<file path="config.mk">
export PLATFORM = sky130hd
export DESIGN_NAME = uart_tx_fifo
export DESIGN_NICKNAME = d
export VERILOG_FILES = /design/src/rtl/uart_tx_fifo.sv
export SDC_FILE = /design/constraint.sdc
export NUM_CORES = 1
export LEC_CHECK = 0
export CORE_MARGIN = 5
export CORE_UTILIZATION = 30
export DETAILED_ROUTE_END_ITERATION = 8
export GPL_TIMING_DRIVEN = 0
export PLACE_DENSITY = 0.45
export SYNTH_ARGS = -nofsm -noshare
export SYNTH_HDL_FRONTEND = slang
export SYNTH_SLANG_ARGS = --single-unit
</file>
<file path="constraint.sdc">
create_clock -name clk -period 3.4 [get_ports clk]
set_input_delay 0.68 -clock clk [delete_from_list [all_inputs] [get_ports clk]]
set_output_delay 0.68 -clock clk [all_outputs]
set_load 0.005 [all_outputs]
</file>
<file path="src/rtl/uart_tx_fifo.sv">
// uart_tx_fifo
//   Byte-wide UART transmitter fed by a small synchronous frame FIFO.
//   Bytes are accepted on a valid/ready handshake, queued first-in
//   first-out, and serialised as 1 start bit (0), PAYLOAD_BITS data bits
//   LSB first and 1 stop bit (1), with no parity. Each line bit lasts
//   CLK_HZ/BIT_RATE clocks. Back-to-back frames are sent with no idle gap.
//
// Ports
//   clk         in   single clock, rising edge
//   reset       in   asynchronous, active-high reset
//   s_data      in   byte to enqueue
//   s_valid     in   s_data is valid this cycle
//   s_ready     out  FIFO has room; a push happens when s_valid && s_ready
//   uart_txd    out  registered serial line, idles high
//   tx_busy     out  serializer is sending a frame
//   fifo_level  out  number of queued bytes, 0..FIFO_DEPTH

module uart_tx_fifo #(
  parameter int CLK_HZ       = 100000000,
  parameter int BIT_RATE     = 115200,
  parameter int PAYLOAD_BITS = 8,
  parameter int FIFO_DEPTH   = 16
) (
  input  logic                          clk,
  input  logic                          reset,
  input  logic [PAYLOAD_BITS-1:0]       s_data,
  input  logic                          s_valid,
  output logic                          s_ready,
  output logic                          uart_txd,
  output logic                          tx_busy,
  output logic [$clog2(FIFO_DEPTH):0]   fifo_level
);

  localparam int CYCLES_PER_BIT = CLK_HZ / BIT_RATE;
  localparam int AW = $clog2(FIFO_DEPTH);
  localparam int CW = (CYCLES_PER_BIT > 1) ? $clog2(CYCLES_PER_BIT) : 1;
  localparam int IW = (PAYLOAD_BITS > 1) ? $clog2(PAYLOAD_BITS) : 1;

  localparam logic [AW:0]   LEVEL_FULL = (AW+1)'(FIFO_DEPTH);
  localparam logic [AW:0]   LEVEL_ONE  = (AW+1)'(1);
  localparam logic [AW:0]   LEVEL_ZERO = '0;
  localparam logic [AW-1:0] PTR_ONE    = AW'(1);
  localparam logic [CW-1:0] CNT_LAST   = CW'(CYCLES_PER_BIT - 1);
  localparam logic [CW-1:0] CNT_ONE    = CW'(1);
  localparam logic [IW-1:0] IDX_LAST   = IW'(PAYLOAD_BITS - 1);
  localparam logic [IW-1:0] IDX_ONE    = IW'(1);

  typedef enum logic [1:0] {
    IDLE  = 2'd0,
    START = 2'd1,
    DATA  = 2'd2,
    STOP  = 2'd3
  } txState_e;

  // FIFO storage and bookkeeping
  logic [PAYLOAD_BITS-1:0] mem [FIFO_DEPTH];
  logic [AW-1:0]           wrPtr_q, wrPtr_d;
  logic [AW-1:0]           rdPtr_q, rdPtr_d;
  logic [AW:0]             level_q, level_d;

  // Serializer registers
  txState_e                state_q;
  logic [CW-1:0]           baudCnt_q;
  logic [IW-1:0]           bitIdx_q;
  logic [PAYLOAD_BITS-1:0] shift_q;
  logic                    txd_q;
  logic                    busy_q;

  logic                    push;
  logic                    pop;
  logic                    bitDone;
  logic [PAYLOAD_BITS-1:0] headData;

  assign s_ready    = (level_q < LEVEL_FULL);
  assign push       = s_valid && s_ready;
  assign bitDone    = (baudCnt_q == CNT_LAST);
  assign headData   = mem[rdPtr_q];

  // A frame is fetched from IDLE, or at the very end of a stop bit so the
  // next start bit follows with no idle gap. Both cases need a non-empty
  // FIFO as seen before the edge.
  assign pop = (level_q != LEVEL_ZERO) &&
               ((state_q == IDLE) || ((state_q == STOP) && bitDone));

  assign uart_txd   = txd_q;
  assign tx_busy    = busy_q;
  assign fifo_level = level_q;

  // Next-state pointers and occupancy; a push and pop on the same edge
  // cancel out in the level while both pointers still advance.
  always_comb begin
    wrPtr_d = wrPtr_q;
    rdPtr_d = rdPtr_q;
    level_d = level_q;
    if (push) begin
      wrPtr_d = wrPtr_q + PTR_ONE;
    end
    if (pop) begin
      rdPtr_d = rdPtr_q + PTR_ONE;
    end
    case ({push, pop})
      2'b10:   level_d = level_q + LEVEL_ONE;
      2'b01:   level_d = level_q - LEVEL_ONE;
      default: level_d = level_q;
    endcase
  end

  // FIFO pointer/level registers; reset empties the queue, stale memory
  // contents are simply never read again.
  always_ff @(posedge clk or posedge reset) begin
    if (reset) begin
      wrPtr_q <= '0;
      rdPtr_q <= '0;
      level_q <= '0;
    end else begin
      wrPtr_q <= wrPtr_d;
      rdPtr_q <= rdPtr_d;
      level_q <= level_d;
    end
  end

  // Storage array, written only on an accepted push.
  always_ff @(posedge clk) begin
    if (push) begin
      mem[wrPtr_q] <= s_data;
    end
  end

  // Serializer FSM with registered line and busy outputs. The baud counter
  // runs 0..CYCLES_PER_BIT-1 in every non-idle state; each state change
  // drives the first line value of the new bit on the same edge.
  always_ff @(posedge clk or posedge reset) begin
    if (reset) begin
      state_q   <= IDLE;
      baudCnt_q <= '0;
      bitIdx_q  <= '0;
      shift_q   <= '0;
      txd_q     <= 1'b1;
      busy_q    <= 1'b0;
    end else begin
      case (state_q)
        IDLE: begin
          txd_q     <= 1'b1;
          busy_q    <= 1'b0;
          baudCnt_q <= '0;
          if (pop) begin
            shift_q <= headData;
            state_q <= START;
            txd_q   <= 1'b0;
            busy_q  <= 1'b1;
          end
        end

        START: begin
          if (bitDone) begin
            baudCnt_q <= '0;
            bitIdx_q  <= '0;
            txd_q     <= shift_q[0];
            shift_q   <= shift_q >> 1;
            state_q   <= DATA;
          end else begin
            baudCnt_q <= baudCnt_q + CNT_ONE;
          end
        end

        DATA: begin
          if (bitDone) begin
            baudCnt_q <= '0;
            if (bitIdx_q == IDX_LAST) begin
              txd_q   <= 1'b1;
              state_q <= STOP;
            end else begin
              bitIdx_q <= bitIdx_q + IDX_ONE;
              txd_q    <= shift_q[0];
              shift_q  <= shift_q >> 1;
            end
          end else begin
            baudCnt_q <= baudCnt_q + CNT_ONE;
          end
        end

        STOP: begin
          if (bitDone) begin
            baudCnt_q <= '0;
            if (pop) begin
              shift_q <= headData;
              txd_q   <= 1'b0;
              state_q <= START;
            end else begin
              busy_q  <= 1'b0;
              state_q <= IDLE;
            end
          end else begin
            baudCnt_q <= baudCnt_q + CNT_ONE;
          end
        end

        default: begin
          state_q <= IDLE;
          txd_q   <= 1'b1;
          busy_q  <= 1'b0;
        end
      endcase
    end
  end

endmodule

</file>
==> flow_summary.toml <==
[pwr]
totalPowerFinal_mw = 4.749
powerDensity_nw_per_um2 = 571.2
leakagePower_nw = 2.988
peakVddDrop_mv = 0.3384

[placement]
gp_congestion = 0.7550
dp_hpwl_um = 10260
dp_slack_ps = -84.51
io_buffers = 18

[timing]
fin_ws_ps = 341.7
fin_setup_tns_ps = 0
period_minus_slack_ps = 3058
hold_viol = 0
setup_viol = 0
worstMarginPinSlew_ps = 878.1
grt_setup_unrepaired = "no"
clock_skew_ps = 7.461
fmax_mhz = 327.0
finalMaxSlewViolations = 0
post-route-period-util_pct = 89.95
slew-limit-headroom_pct = 41.37

[synthesis]
synth_cells = 440
postSynth.asyncResetShare_pct = 22.89
ys_top_cells_by_area = "edfxtp_1 54%, dfrtp_1 13%, mux4_2 6.0%"
synth_cell_type_count = 56
synth_top_area_share_pct = 53.69
synth.net_count = 467
ys_seq_area_share_pct = 66.99
synth_area_leader_cell = "edfxtp_1"
synth-edff-count = 128
netlist_area_um2 = 7159
syn_avg_cell_area_um2 = 16.27
synthFlopType = "edfxtp_1"
synth_seq_cells = 166
synth_warnings = 0

[floorplan]
ioPinCount = 19
die_area_um2 = 27050
fp-row-count = 56
coreArea_um2 = 23470
die_h_um = 164.5
fp.dieW_um = 164.5
initial_utilization_pct = 30.50

[setup_path]
cp-start-kind = "flip-flop"
critPathRequiredTime_ps = 3710
critPathKind = "flip-flop to flip-flop"
r2r_start = "state_q[0]"
cp_max_fo = 8
crit_start = "state_q[0]"
endpoint_kind = "flip-flop"
rr_endpoint = "fifo_level[4]"
r2r_cells = 12
rrSetupSlack_ps = 340
crit_end = "fifo_level[4]"
cp.arrival_ps = 3370

[clock_network]
cts.sinks = 166
root_buffer = "clkbuf_16"
clock_latency_ps = 430
path_clk_slew_ps = 70
cts_tree = "done"
ctsHoldBuffers = 0
htree_num_levels = 4
cts_inserted_buffers = 17
clock_path_buffers = 2

[global_routing]
grt_pass1_vias = 3905
grt_pass1_wl_um = 23930
grt_antenna_before_repair = 0
overflow = 0
grt_util_all_layers_pct = 12.31
grt_max_degree = 39

[layout]
fill_cells = 2233
finalCoreUtilization_pct = 35.43
finish.net_count = 506
drive_gt1_share_pct = 15.68
area_growth_pct = 16.15
diodes = 0

[min_path]
worst_hold_path_type = "flip-flop to flip-flop"
hold_path_depth = 1

[detailed_routing]
wire_per_inst_um = 19.34
drtPass1Iterations = 5
post_drt_via_cell_ratio = 4.654
drtIter0Drc = 223
wirelength_um = 15670
via_count = 3770
drc = 0
drtAntennaViolNets = 0

[status]
status = "completed"

[job]
maxCapViolCount = 0
==> sequential cells by signal, summed over array words and instances (netlist names) <==
register,flops
bitIdx_q,3
wrPtr_q,4
rdPtr_q,4
uart_txd,1
state_q,2
shift_q,8
mem,128
tx_busy,1
baudCnt_q,10
fifo_level,5
==> timing repair <==
action | 4_1_cts | 5_1_grt
resized for setup | 1 | 0
pin swaps | 0 | 1
setup endpoints to repair | 1 | 1
setup buffers | 0 | 3
==> critical path, cell delays in order (launching register included) <==
cell and delay, ps:
dfrtp_1 400, inv_1 150, ha_1 160, clkbuf_1 290
a41oi_1 150, nor2_4 230, ha_1 350, xor2_1 180
ha_1 220, or3b_2 450, o2111ai_1 100, a21oi_1 110
xnor2_1 130
==> how the worst min path moves through the flow <==
stage / slack, ps / end / from
2_1_floorplan: 450 / baudCnt_q[0] / baudCnt_q[0]
3_3_place_gp: 470 / bitIdx_q[0] / bitIdx_q[0]
3_5_place_dp: 480 / baudCnt_q[0] / baudCnt_q[0]
4_1_cts: 490 / baudCnt_q[0] / baudCnt_q[0]
5_1_grt: 510 / uart_txd / uart_txd
6_report: 480 / bitIdx_q[0] / bitIdx_q[0]
==> cells in the mapped netlist (2+ instances only) <==
cell	count
edfxtp_1	128
and4_1	2
xor2_1	10
a2bb2oi_1	2
and2_1	17
clkbuf_1	8
nor2b_1	5
nand2_1	16
and3_1	3
nand4_1	3
a31oi_1	3
dfrtp_1	37
nand2b_1	6
a221o_1	6
inv_1	18
or3_1	2
o21ai_0	10
mux4_2	19
mux4_1	5
nor2_1	21
ha_1	16
o21ai_1	3
a21oi_1	7
buf_2	4
mux2_2	7
nor3_1	3
a221oi_1	5
nand3_1	5
mux2_4	3
a211o_1	2
a211oi_1	2
mux2i_1	25
buf_6	3
xnor2_1	10
buf_1	3
==> cell families (layout without fill, tap and decap cells) <==
kind of cell,count (synthesis),after routing,share of synthesized area [%]
flip-flops,166,166,66.99
buffers and inverters,38,89,2.656
AND/OR/NAND/NOR,89,89,6.694
multiplexers,60,60,13.19
AO/OA/AOI/OAI,51,51,5.226
XOR/XNOR,20,20,2.447
adder cells (fa/ha/maj),16,16,2.796
==> per-layer routing <==
metal / wire length [µm] / track usage, % / vias to the layer above
met5: 0 / 0 / -
met4: 177 / 4.310 / 0
li1: - / - / 1767
met3: 370 / 2.496 / 12
met2: 7419 / 19.29 / 47
met1: 7700 / 17.11 / 1944
==> layout by cell type, fill, tap and decap left out, types with 4 or more instances in the layout <==
cell,Yosys,routed
xnor2_1,10,10
clkbuf_16,0,17
dfrtp_1,37,37
inv_1,18,17
buf_4,1,4
clkdlybuf4s50_1,0,18
a221o_1,6,6
buf_2,4,4
nor2_1,21,21
nand2b_1,6,6
xor2_1,10,10
edfxtp_1,128,128
and2_1,17,17
a221oi_1,5,5
clkbuf_1,8,8
nand3_1,5,5
clkinvlp_4,0,5
mux4_1,5,5
mux2_2,7,7
nor2b_1,5,5
nand2_1,16,16
mux4_2,19,19
o21ai_0,10,10
ha_1,16,16
a21oi_1,7,7
mux2i_1,25,25
==> per-stage QoR <==
step	std cells	hold slack [ps]	cell area (µm²)
3_5_place_dp	777	480.4	7739
5_1_grt	810	512.3	8315
2_1_floorplan	440	454.9	7159
6_report	810	483.7	8315
3_3_place_gp	777	468.4	7739
4_1_cts	808	489.2	8297
==> area by class of cell <==
type	instances	area [µm²]	share of cell area, %
Buffer	19	118.9	1.429
Inverter	18	67.56	0.8125
Clock buffer	18	429.2	5.161
Tap cell	319	399.1	4.800
Clock inverter	13	123.9	1.490
Timing Repair Buffer	21	202.7	2.438
Sequential cell	166	4796	57.67
Multi-Input combinational cell	236	2178	26.20
==> power by group <==
| group | total (mW) | internal [mW] | switching [mW] |
|---|---|---|---|
| Combinational | 0.477 | 0.219 | 0.258 |
| Clock | 1.83 | 1.01 | 0.813 |
| Sequential | 2.45 | 2.34 | 0.104 |
Note: power is estimated with default switching activity, not from simulation.
